$ cat src/rtl/cpu_pkg.sv
// Shared datapath definitions for the shift sequencer and its single-bit stage.
// Provides the sequencer state enum, datapath widths and shift-mode encodings.
package cpu_pkg;

  localparam int unsigned DATA_W  = 8;
  localparam int unsigned SHAMT_W = 3;

  // Shift-mode encodings for the LR and LA controls.
  localparam logic SHIFT_LEFT  = 1'b0;
  localparam logic SHIFT_RIGHT = 1'b1;
  localparam logic SHIFT_ARITH = 1'b1;

  typedef enum logic [1:0] {
    IDLE  = 2'd0,
    SHIFT = 2'd1,
    DONE  = 2'd2
  } state_t;

endpackage

$ cat src/rtl/shifter.sv
// Single-bit shift stage (purely combinational).
// Ports:
//   A  - operand
//   LA - 1 = arithmetic right shift (ignored for left shifts)
//   LR - 0 = left, 1 = right
//   Y  - operand shifted by one position
//   C  - the bit shifted out
module shifter
  import cpu_pkg::*;
(
  input  logic [DATA_W-1:0] A,
  input  logic              LA,
  input  logic              LR,
  output logic [DATA_W-1:0] Y,
  output logic              C
);

  always_comb begin
    Y = A;
    C = 1'b0;
    if (LR == SHIFT_LEFT) begin
      Y = {A[DATA_W-2:0], 1'b0};
      C = A[DATA_W-1];
    end else begin
      // Arithmetic mode replicates the sign bit into the vacated MSB.
      Y = {(LA == SHIFT_ARITH) ? A[DATA_W-1] : 1'b0, A[DATA_W-1:1]};
      C = A[0];
    end
  end

endmodule

$ cat src/rtl/shift_sequencer.sv
// Multi-cycle shift unit: loops an operand through the single-bit shifter once
// per clock, N times, then pulses done with the final value, carry and zero flag.
// Ports:
//   clk, reset       - clock and synchronous active-high reset
//   start            - request a new shift (sampled only when idle)
//   A, N, LA, LR     - operand, shift amount, arithmetic flag, direction
//   Y, C, Z          - registered result, registered carry, combinational zero flag
//   busy, done       - not-idle indicator, single-cycle completion pulse
module shift_sequencer
  import cpu_pkg::*;
(
  input  logic               clk,
  input  logic               reset,
  input  logic               start,
  input  logic [DATA_W-1:0]  A,
  input  logic [SHAMT_W-1:0] N,
  input  logic               LA,
  input  logic               LR,
  output logic [DATA_W-1:0]  Y,
  output logic               C,
  output logic               Z,
  output logic               busy,
  output logic               done
);

  state_t               state_q;
  logic [DATA_W-1:0]    y_q;
  logic                 c_q;
  logic                 done_q;
  logic [SHAMT_W-1:0]   count_q;
  logic                 la_q;
  logic                 lr_q;

  logic [DATA_W-1:0]    stage_y;
  logic                 stage_c;

  // The shifter is the only combinational logic inside the SHIFT feedback loop.
  shifter u_shifter (
    .A  (y_q),
    .LA (la_q),
    .LR (lr_q),
    .Y  (stage_y),
    .C  (stage_c)
  );

  always_ff @(posedge clk) begin
    if (reset) begin
      state_q <= IDLE;
      y_q     <= '0;
      c_q     <= 1'b0;
      done_q  <= 1'b0;
      count_q <= '0;
      la_q    <= 1'b0;
      lr_q    <= 1'b0;
    end else begin
      done_q <= 1'b0;
      unique case (state_q)
        IDLE: begin
          if (start) begin
            y_q     <= A;
            c_q     <= 1'b0;
            count_q <= N;
            la_q    <= LA;
            lr_q    <= LR;
            if (N != '0) begin
              state_q <= SHIFT;
            end else begin
              state_q <= DONE;
              done_q  <= 1'b1;
            end
          end
        end
        SHIFT: begin
          y_q     <= stage_y;
          c_q     <= stage_c;
          count_q <= count_q - 1'b1;
          if (count_q == SHAMT_W'(1)) begin
            state_q <= DONE;
            done_q  <= 1'b1;
          end
        end
        DONE: begin
          state_q <= IDLE;
        end
        default: begin
          state_q <= IDLE;
        end
      endcase
    end
  end

  assign Y    = y_q;
  assign C    = c_q;
  assign Z    = (y_q == '0);
  assign busy = (state_q != IDLE);
  assign done = done_q;

endmodule
$ cat config.mk
export PLATFORM = sky130hd
export DESIGN_NAME = shift_sequencer
export DESIGN_NICKNAME = d
export VERILOG_FILES = /design/src/rtl/cpu_pkg.sv /design/src/rtl/shifter.sv /design/src/rtl/shift_sequencer.sv
export SDC_FILE = /design/constraint.sdc
export NUM_CORES = 1
export LEC_CHECK = 0
export ABC_AREA = 1
export BUFFER_PORTS_ARGS = -buffer_cell sky130_fd_sc_hd__buf_2
export CORE_UTILIZATION = 55
export CTS_BUF_LIST = sky130_fd_sc_hd__clkbuf_8
export CTS_CLUSTER_SIZE = 8
export DETAILED_ROUTE_END_ITERATION = 6
export PLACE_DENSITY = 0.83
export SLEW_MARGIN = 20
export SYNTH_ARGS = -nofsm -noshare
export SYNTH_HDL_FRONTEND = slang
export SYNTH_SLANG_ARGS = --single-unit
$ cat constraint.sdc
create_clock -name clk -period 1.7 [get_ports clk]
set_clock_uncertainty 0.2 [all_clocks]
set_input_delay 0.17 -clock clk [delete_from_list [all_inputs] [get_ports clk]]
set_output_delay 0.17 -clock clk [all_outputs]
set_load 0.05 [all_outputs]
==> out/qor.yml <==
outcome:
  outcome: "complete, no violations"
layout:
  layoutNonFillerInstCount: 199
  fin_area_mm2: 0.00117
  diodes: 0
  num-fill-cells: 139
  drive_gt1_frac: 0.240
  utilization: 0.740
  nets: 202
  synthToLayoutAreaGrowth_pct: 20.4
timing:
  whs_ns: 0.0120
  final.min_clock_period_ns: 1.53
  hold_viol: 0
  setup_violations: 0
  slew_headroom: 0.689
  period_share: 0.901
  clock.fmax_mhz: 653
  setup_ws_ns: 0.168
  rsz0062_at_grt: "no"
  setup_tns_ns: 0
  slew_viol_final: 0
  tightestPinTransition_ns: 0.466
clock_network:
  ctsHtreeMaxLevel: 1
  worstSkewPairLatency_ns: 0.25
  path_clk_slew_ns: 0.07
  cts_tree: "yes"
  cts_hold_buf: 1
  cts_resized: 0
  cts_setup_buffers: 0
  clock_path_buffers: 2
  root_buffer: "clkbuf_8"
  cts_inserted_buffers: 3
  clock-sinks: 17
drt:
  drt-vias-per-instance: 5.13
  dr.pass1.iters: 6
  vias: 1020
  drc: 0
  drt-wirelength-per-cell_um: 10.9
  routed_wl_um: 2180
  first_iter_violations: 31
  ant_nets: 0
placed_design:
  post-place-ws_ns: 0.293
  gp_congestion: 0.845
  dpl_cell_area_mm2: 0.00111
  dp_cells: 194
  port_buffers: 27
  place_hpwl_um: 1650
setup_path:
  r2r_start: "state_q[0]"
  endpoint_kind: "output pin"
  critPathBufInv: 2
  rrSetupSlack_ns: 0.26
  criticalPathCategory: "reg -> out"
  critPathMaxStageDelay_ns: 0.31
  cp_slowest_cell: "dfxtp_1"
  critPathArrivalTime_ns: 1.16
  cp_data_required_time_ns: 1.33
  crit_start: "Y[6]"
  cp_max_fo: 4
  cpLargestDelayFamily: "buffers and inverters"
  startpoint_type: "flop"
  path_cells: "inv_1 -> nand4_1 -> nor2_2 -> buf_2"
pwr:
  leakage_nw: 0.652
  powerDensity_mw_per_mm2: 1010
  peakVddDrop_mv: 0.785
  finalPower_mw: 1.18
hold_path:
  hp-class: "in -> reg"
  min_from: "LR"
synthesis:
  synthDistinctLibCells: 20
  avgSynthCellArea_um2: 6.33
  netlist_area_um2: 968
  synthesis.nets: 171
  synthArstFlopShare: 0
  synth-edff-count: 0
  ys_warn_count: 0
  netlist_instances: 153
  synth-main-ff-cell: "dfxtp_1"
  synth.ff_latch_count: 17
  synth_seq_area_share: 0.351
global_route:
  grt.total_usage: 0.248
  antenna_found_initial: 0
  overflow: 0
  grt_pass1_vias: 875
  grt_start_max_net_pins: 14
  grt_pass1_wl_um: 3590
floorplan:
  die-area_mm2: 0.00193
  num_io_pins: 28
  die_x_um: 44.0
  fp-row-count: 14
  die_h_um: 44.0
  core_area_mm2: 0.00158
  start_util: 0.614
job:
  maxCapViolCount: 0
-- final cells by class --
class,count,area (um2),share of cell area
clock buffer,3,41.3,0.0354
clock inverter,1,5.00,0.00429
inverter,27,101,0.0869
multi-input combinational,104,490,0.421
sequential,17,340,0.292
tap,16,20.0,0.0172
timing repair buffer,31,168,0.144
-- power by group --
group,internal (mW),leakage [nW],total (mW),switching [mW]
Combinational,0.121,0.486,0.409,0.287
Sequential,0.440,0.141,0.467,0.0271
Clock,0.162,0.0255,0.302,0.139
Total,0.723,0.652,1.18,0.454
-- final timing paths --
check,to,depth (start not counted)
max reg2reg,C,4
min,lr_q,3
max,Z,4
min reg2reg,C,2
-- worst reg2reg max path: stages, from the launching register on --
cell	delay [ns]
dfxtp_1	0.41
inv_2	0.06
nor2_2	0.37
o211ai_1	0.17
a21oi_1	0.16
-- logic make-up (layout without fill, tap and decap cells) --
| kind of cell | after synthesis | in the layout | share of synthesized area |
|---|---|---|---|
| AND/OR/NAND/NOR | 80 | 80 | 0.358 |
| flip-flops | 17 | 17 | 0.351 |
| adder cells (fa/ha/maj) | 2 | 2 | 0.0258 |
| buffers and inverters | 32 | 62 | 0.145 |
| AO/OA/AOI/OAI | 22 | 22 | 0.120 |
-- routing by layer --
metal | up-vias | track usage | routed length (um)
met5 | - | 0 | 0
li1 | 539 | - | -
met3 | 2 | 0.0250 | 110
met2 | 30 | 0.430 | 1090
met4 | 0 | 0.0727 | 10
met1 | 449 | 0.325 | 968
-- placed cells by master (no fill, tap or decap), drive strengths merged, types with 3 or more instances in the layout --
master / instances
o21ai: 9
dfxtp: 17
nand2: 46
nand3: 19
inv: 27
nor2: 13
a21oi: 12
buf: 30
clkbuf: 3
-- state kept, by name, summed over array words and instances, names as in the netlist --
register,cells
la_q,1
done,1
state_q,2
Y,8
count_q,3
lr_q,1
C,1
-- synthesized netlist by cell type (2+ instances only) --
library cell,instances,share of area
ha_1,2,0.026
a21oi_1,12,0.062
inv_1,24,0.093
buf_6,2,0.023
nand4_1,2,0.013
nand2_2,2,0.013
nand3_2,2,0.021
o21ai_0,5,0.026
nand3_1,17,0.088
nand2_1,44,0.17
inv_2,3,0.012
nor2_1,12,0.047
o21ai_1,3,0.015
dfxtp_1,17,0.35
Power figures use the tool's default switching activity.
